File: config.mk
export PLATFORM = sky130hd
export DESIGN_NAME = serial_pair_packer
export DESIGN_NICKNAME = d
export VERILOG_FILES = /design/src/rtl/serial_pair_packer.sv
export SDC_FILE = /design/constraint.sdc
export NUM_CORES = 1
export LEC_CHECK = 0
export ABC_AREA = 0
export CAP_MARGIN = 20
export CELL_PAD_IN_SITES_DETAIL_PLACEMENT = 0
export CELL_PAD_IN_SITES_GLOBAL_PLACEMENT = 1
export CORE_ASPECT_RATIO = 0.6
export CORE_MARGIN = 3
export CORE_UTILIZATION = 42
export CTS_BUF_LIST = sky130_fd_sc_hd__clkbuf_2 sky130_fd_sc_hd__clkbuf_4 sky130_fd_sc_hd__clkbuf_8
export CTS_CLUSTER_SIZE = 30
export DETAILED_ROUTE_END_ITERATION = 16
export PLACE_DENSITY = 0.9
export SLEW_MARGIN = 10
export SYNTH_ARGS = -nofsm -noshare
export SYNTH_HDL_FRONTEND = slang
export SYNTH_SLANG_ARGS = --single-unit
File: constraint.sdc
create_clock -name clk -period 2.5 [get_ports clk]
set_clock_uncertainty 0.1 [all_clocks]
set_input_delay 0.5 -clock clk [delete_from_list [all_inputs] [get_ports clk]]
set_output_delay 0.5 -clock clk [all_outputs]
set_load 0.05 [all_outputs]
File: src/rtl/serial_pair_packer.sv
// Packs a serial bit stream into 2-bit pairs with a frame-end flag, parity and
// a saturating per-frame pair index; odd-length frames are padded with a 0.
module serial_pair_packer #(
    parameter int CNT_W = 8
) (
    input  logic             clk,
    input  logic             rst_n,
    input  logic             in_bit,
    input  logic             in_valid,
    input  logic             in_last,
    output logic             in_ready,
    output logic [1:0]       a,
    output logic             f,
    output logic             g,
    output logic             out_valid,
    input  logic             out_ready,
    output logic [CNT_W-1:0] pair_idx
);

    typedef enum logic [1:0] {
        EMPTY,
        HALF,
        FULL
    } state_t;

    localparam logic [CNT_W-1:0] CNT_MAX = '1;

    state_t           state;
    logic             hi;
    logic             started;
    logic [CNT_W-1:0] cnt;
    logic [CNT_W-1:0] cnt_next;
    logic             in_xfer;
    logic             out_xfer;

    // In FULL the slot frees in the same cycle the pair leaves, so readiness
    // follows out_ready directly; started keeps it low until the first edge
    // after reset release.
    assign in_ready = started && ((state != FULL) || out_ready);
    assign in_xfer  = in_valid && in_ready;
    assign out_xfer = out_valid && out_ready;

    // Count of pairs already delivered in the current frame, as seen by a
    // pair formed this cycle.
    always_comb begin
        cnt_next = cnt;
        if (out_xfer) begin
            if (f) begin
                cnt_next = '0;
            end else if (cnt != CNT_MAX) begin
                cnt_next = cnt + 1'b1;
            end
        end
    end

    // NOTE: state registers use non-blocking assignments so every update in this
    // block sees the pre-edge values, regardless of statement order.
    always_ff @(posedge clk or negedge rst_n) begin
        if (!rst_n) begin
            state     <= EMPTY;
            hi        <= 1'b0;
            started   <= 1'b0;
            cnt       <= '0;
            a         <= 2'b00;
            f         <= 1'b0;
            g         <= 1'b0;
            out_valid <= 1'b0;
            pair_idx  <= '0;
        end else begin
            started <= 1'b1;
            cnt     <= cnt_next;

            if (out_xfer) begin
                state     <= EMPTY;
                out_valid <= 1'b0;
            end

            // An accepted bit in FULL implies out_xfer, so it follows the EMPTY rules.
            if (in_xfer) begin
                if (state == HALF) begin
                    a         <= {hi, in_bit};
                    f         <= in_last;
                    g         <= hi ^ in_bit;
                    pair_idx  <= cnt_next;
                    state     <= FULL;
                    out_valid <= 1'b1;
                end else if (in_last) begin
                    a         <= {in_bit, 1'b0};
                    f         <= 1'b1;
                    g         <= in_bit;
                    pair_idx  <= cnt_next;
                    state     <= FULL;
                    out_valid <= 1'b1;
                end else begin
                    hi    <= in_bit;
                    state <= HALF;
                end
            end
        end
    end

endmodule
# Word-level counts from Yosys, hierarchy flattened
# Cells that the tools add are included.
dict set report word_totals {
  ff_bits 25
  latch_bits 0
  ramBits 0
  romBits 0
  input_bits 6
  output_inout_bits 14
  wordCells 43
  n_memories 0
}
dict set report classes {
  add_sub_neg 1
  n_mul 0
  div_mod_pow 0
  order_cmp 0
  eq_ne 3
  n_shift 0
  mux 19
  n_bitwise 3
  reduce_logical 8
}
# op count
set op_table {}
lappend op_table {{8-bit 2-to-1 mux} 5}
lappend op_table {{2-bit 2-to-1 mux} 6}
lappend op_table {{8-bit by 1-bit adder with 8-bit output (second input constant)} 1}
lappend op_table {{1-bit 2-to-1 mux} 8}
lappend op_table {{8-bit inequality test (second input constant)} 1}
lappend op_table {{2-bit nonzero test} 2}
lappend op_table {{1-bit logical AND} 3}
lappend op_table {{3-bit AND reduction} 1}
lappend op_table {{2-bit by 1-bit equality test with 1-bit output (second input constant)} 1}
lappend op_table {{2-bit inequality test (second input constant)} 1}
lappend op_table {{1-bit NOT} 2}
lappend op_table {{2-bit AND reduction} 1}
lappend op_table {{1-bit logical OR} 1}
lappend op_table {{1-bit XOR} 1}

# Longest topological paths before layout
# Gate-level depths: netlist of the first run.
dict set report logic_depth {
  word_depth 6
  ltp_mapped 5
  depth_no_buf 5
}

# Worst setup path after synthesis of the first run
# OpenSTA, ideal clock, no wires.
dict set report synth_timing {
  path_type {register to register}
  startpoint {reg f}
  endpoint {reg pair_idx[3]}
  setup_ns 0.125
  arrival_time_ns 1.603
  t_required_ns 2.275
  setup_slack_ns 0.672
  path_stages_with_launch 6
  path_buffers 1
  synth_period_minus_slack_ns 1.828
  path_cell_list {dfrtp_1 clkbuf_1 or2_1 a2111oi_0 a221o_1 mux2_4}
}
dict set report synth_via {
  elab_chain_cells 4
}
# element line
set synth_lines {}
lappend synth_lines {{from (decl)} 13} ;# output logic f,
lappend synth_lines {{from (signal assigned)} 82} ;# f <= in_last;
lappend synth_lines {{8-bit 2-to-1 mux *} 48} ;# if (f) begin
lappend synth_lines {{8-bit 2-to-1 mux *} 47} ;# if (out_xfer) begin
lappend synth_lines {{named net cnt_next[3]} 32} ;# logic [CNT_W-1:0] cnt_next;
lappend synth_lines {{8-bit 2-to-1 mux} 87} ;# end else if (in_last) begin
lappend synth_lines {{8-bit 2-to-1 mux *} 80} ;# if (state == HALF) begin
lappend synth_lines {{to (signal assigned)} 84} ;# pair_idx <= cnt_next;
lappend synth_lines {{to (signal assigned)} 91} ;# pair_idx <= cnt_next;
lappend synth_lines {{to (decl)} 17} ;# output logic [CNT_W-1:0] pair_idx
# The timed path passes the listed nets; every way through them passes the cells marked *. The select of a mux whose other input is x is not followed.
# A chain may end at the register's enable or synchronous reset.

# Final worst setup path of the first run
dict set report layout_timing {
  startpoint {in out_ready}
  endpoint {out in_ready}
}
dict set report layout_via {
  elab_chain_cells 2
}
# element line
set layout_lines {}
lappend layout_lines {{from (decl)} 16} ;# input logic out_ready,
lappend layout_lines {{1-bit logical OR} 39} ;# assign in_ready = started && ((state != FULL) || out_ready);
lappend layout_lines {{1-bit logical AND} 39}
lappend layout_lines {{to (decl)} 11} ;# output logic in_ready,
# Every way passes these cells.

==> results of run 1 <==
-- through the flow --
stage / std cells / hold slack (ns) / area (um2) / total power (W) / util, %
2_1_floorplan: 111 / 0.104 / 1210 / 0.000877 / -
3_3_place_gp: 163 / 0.362 / 1450 / 0.00104 / 55.3
3_5_place_dp: 163 / 0.375 / 1450 / 0.00106 / 55.3
4_1_cts: 167 / 0.396 / 1500 / 0.00131 / 57.2
5_1_grt: 167 / 0.417 / 1500 / 0.00136 / 57.2
6_report: 167 / 0.392 / 1500 / 0.00130 / 57.2
-- cells in the mapped netlist --
library cell and count:
a2111oi_0 1, a2111oi_2 1, a211oi_1 1, a21o_1 1, a21oi_1 5, a221o_1 1
a22o_1 1, a22oi_1 1, a2bb2oi_1 1, a31o_2 2, a32o_1 1, and2_1 3
and2b_1 1, and3_1 2, and4_4 1, buf_2 1, buf_6 1, clkbuf_1 2
conb_1 1, dfrtp_1 25, ha_1 1, inv_1 4, inv_2 1, mux2_2 7
mux2_4 1, mux2i_1 3, nand2_1 10, nand3_1 6, nand4_1 1, nor2_1 3
nor2b_1 1, nor3_1 2, nor3b_1 1, o2111ai_2 1, o21ai_0 8, o21bai_1 1
o31ai_1 4, or2_1 1, or3b_4 1, xor2_1 1
-- layer usage --
layer  share of wire (%)  global-route usage (%)  vias up
li1                    -                       -      455
met5                   0                       0        -
met2                  47                    27.1       29
met1                  46                    22.2      457
met4                0.34                    3.14        0
met3                 6.9                    5.45        2
-- flip-flops by register name, summed over array words and instances (netlist names) --
| register | count |
|---|---|
| a | 2 |
| cnt | 8 |
| f | 1 |
| g | 1 |
| hi | 1 |
| out_valid | 1 |
| pair_idx | 8 |
| started | 1 |
| state | 2 |
-- critical path: cells and delay by family --
family	cells	cell delay, ns
and+or+nand+nor	2	0.59
buffers and inverters	2	0.60
-- kinds of logic after synthesis --
| family | Yosys count |
|---|---|
| compound gates | 30 |
| xor+xnor | 1 |
| flops | 25 |
| other cells | 1 |
| mux | 11 |
| simple gates | 33 |
| buf+inv | 9 |
| fa+ha+maj | 1 |
-- final cells by class --
| class | count | area, um2 |
|---|---|---|
| clock buffer | 3 | 41.3 |
| multi-input combinational | 77 | 544 |
| inverter | 5 | 18.8 |
| sequential | 25 | 626 |
| timing repair buffer | 24 | 225 |
| fill | 227 | 1120 |
| clock inverter | 1 | 7.51 |
| tap | 32 | 40.0 |
-- cell usage in the layout, fill, tap and decap left out, types with 3 or more instances in the layout --
cell type / count
a21oi_1: 5
and2_1: 3
buf_4: 6
clkbuf_8: 3
clkdlybuf4s50_1: 18
dfrtp_1: 25
inv_1: 4
mux2_2: 7
mux2i_1: 3
nand2_1: 10
nand3_1: 6
nor2_1: 3
o21ai_0: 8
o31ai_1: 4
-- worst max-delay path by stage --
stage	startpoint	cells after the start	to
detailed placement	out_ready	4	in_ready
global placement	out_ready	4	in_ready
floorplan	f	5	pair_idx[3]
global route	out_ready	4	in_ready
CTS	out_ready	4	in_ready
finish	out_ready	4	in_ready
-- power by group through the flow --
| stage | logic (W) | registers, W | clock network [W] |
|---|---|---|---|
| after global routing | 0.000529 | 0.000567 | 0.000268 |
| after global placement | 0.000483 | 0.000553 | 0 |
| after floorplan | 0.000177 | 0.000700 | 0 |
| after detailed placement | 0.000500 | 0.000564 | 0 |
| after CTS | 0.000501 | 0.000555 | 0.000250 |
| final | 0.000497 | 0.000554 | 0.000246 |
==> impl_metrics.toml, run 1 <==
[clock_tree]
h-tree-depth = 1
ctsHoldBuffers = 0
ctsResizeCount = 0
clk_pin_slew_ns = 0.09
cts_tree = "yes"
post-cts-setup-buffer-count = 0
cts-root-buf = "clkbuf_8"
clk_latency_ns = 0.28
numClockSinks = 25
clockBufferDepth = 2
cts_inserted_buffers = 3

[grt]
grt_remaining_overflow = 0
antenna_found_initial = 0
grt_max_degree = 26
grt_pass1_vias = 914
grt_pass1_wl_mm = 4.35
track_usage_pct = 16.6

[drt]
viasPerCell = 5.65
routed_wl_mm = 2.66
drc = 0
first_iter_violations = 45
drtAntennaViolNets = 0
drtPass1Iterations = 4
vias = 943
avgRoutedWirePerCell_um = 16.0

[pwr]
power_frac_seq_pct = 42.7
p_comb_share_pct = 38.3
power.density_mw_per_mm2 = 863
clkPwrFrac_pct = 19.0
power_leakage_nw = 0.639
p_switching_w = 0.000509
p_int_w = 0.000788
swShare_pct = 39.3
peakVddDrop_v = 0.000468

[sta]
fin_ws_ns = 0.206
tightest_slew_ns = 0.498
setup_violations = 0
max_clock_freq_mhz = 436
maxSlewViolCount = 0
rsz0062_at_grt = "no"
fin_crit_ns = 2.29
setup_tns_ns = 0
finalCritPeriodShare_pct = 91.8
hold_viol_final = 0
slew-limit-headroom_pct = 66.7

[synthesis]
ys_seq_elements = 25
muxShareOfSynthArea_pct = 10.2
syn-num-nets = 118
synth_cells = 111
synth.avg_cell_area_um2 = 10.9
synth_area_leader_cell = "dfrtp_1"
yosysUniqueCellTypes = 40
synth_top_family_by_area = "compound AO/OA/AOI/OAI gates"
synthXorXnorAreaFrac_pct = 0.722
synth_adder_area_share_pct = 1.03
synth_top_area_share_pct = 51.6
yosysSeqAreaShare_pct = 51.6
synth-simple-area-share_pct = 14.6
synth_compound_area_share_pct = 18.1
synthTopCellsByArea = "dfrtp_1, mux2_2, o21ai_0"
syn_area_mm2 = 0.00121
ys_warn_count = 0

[critical_path]
worstSetupEndpointType = "primary output"
rr_worst_depth = 5
reg2reg_to = "pair_idx[3]"
slowest_delay_ns = 0.42
required_ns = 1.90
path_class = "input pin to primary output"
path_cells = "clkdlybuf4s50_1 > or3b_4 > and2_1 > buf_4"
cpMaxStageDelayCell = "clkdlybuf4s50_1"
rrSetupSlack_ns = 0.50
cp_max_fo = 4
timing.rr.start = "cnt[0]"
worst_setup_path_start_kind = "input pin"
arrival_ns = 1.69

[floorplan]
die_h_um = 47.6
rows = 14
core-area_mm2 = 0.00263
dieArea_mm2 = 0.00359
dieWidth_um = 75.4
io_pins = 20
initial_utilization_pct = 46.1

[min_path]
hold_path_startpoint = "a[1]"
hold_path.class = "flop to flop"
min_to = "a[1]"
min_path_cells = 2

[placed_design]
place_congestion = 0.803
io_buffers = 19
post-place-ws_ns = 0.206
detailed_place_hpwl_mm = 2.06

[job]
max-cap-violations = 0

[layout]
fin_nets = 143
area_delta_synth_final_pct = 23.9
diodes = 0
layout-drive-gt1-share_pct = 18.5

[run_status]
status = "complete, no violations"
No activity file was read; power rests on OpenSTA's default activity.
==> run 2: changes to the inputs <==
--- a/config.mk
+++ b/config.mk
@@ -13,8 +13,10 @@
 export CORE_MARGIN = 3
 export CORE_UTILIZATION = 42
 export CTS_BUF_LIST = sky130_fd_sc_hd__clkbuf_2 sky130_fd_sc_hd__clkbuf_4 sky130_fd_sc_hd__clkbuf_8
+export CTS_CLUSTER_DIAMETER = 60
 export CTS_CLUSTER_SIZE = 30
 export DETAILED_ROUTE_END_ITERATION = 16
+export GPL_ROUTABILITY_DRIVEN = 0
 export PLACE_DENSITY = 0.9
 export SLEW_MARGIN = 10
 export SYNTH_ARGS = -nofsm -noshare
==> results of run 2 <==
Final layout, timing and power as in run 1 (identical DEF).
==> run 3: changes to the inputs <==
--- a/config.mk
+++ b/config.mk
@@ -6,7 +6,6 @@
 export NUM_CORES = 1
 export LEC_CHECK = 0
 export ABC_AREA = 0
-export CAP_MARGIN = 20
 export CELL_PAD_IN_SITES_DETAIL_PLACEMENT = 0
 export CELL_PAD_IN_SITES_GLOBAL_PLACEMENT = 1
 export CORE_ASPECT_RATIO = 0.6
==> results of run 3 <==
Final layout, timing and power as in run 1 (identical DEF).
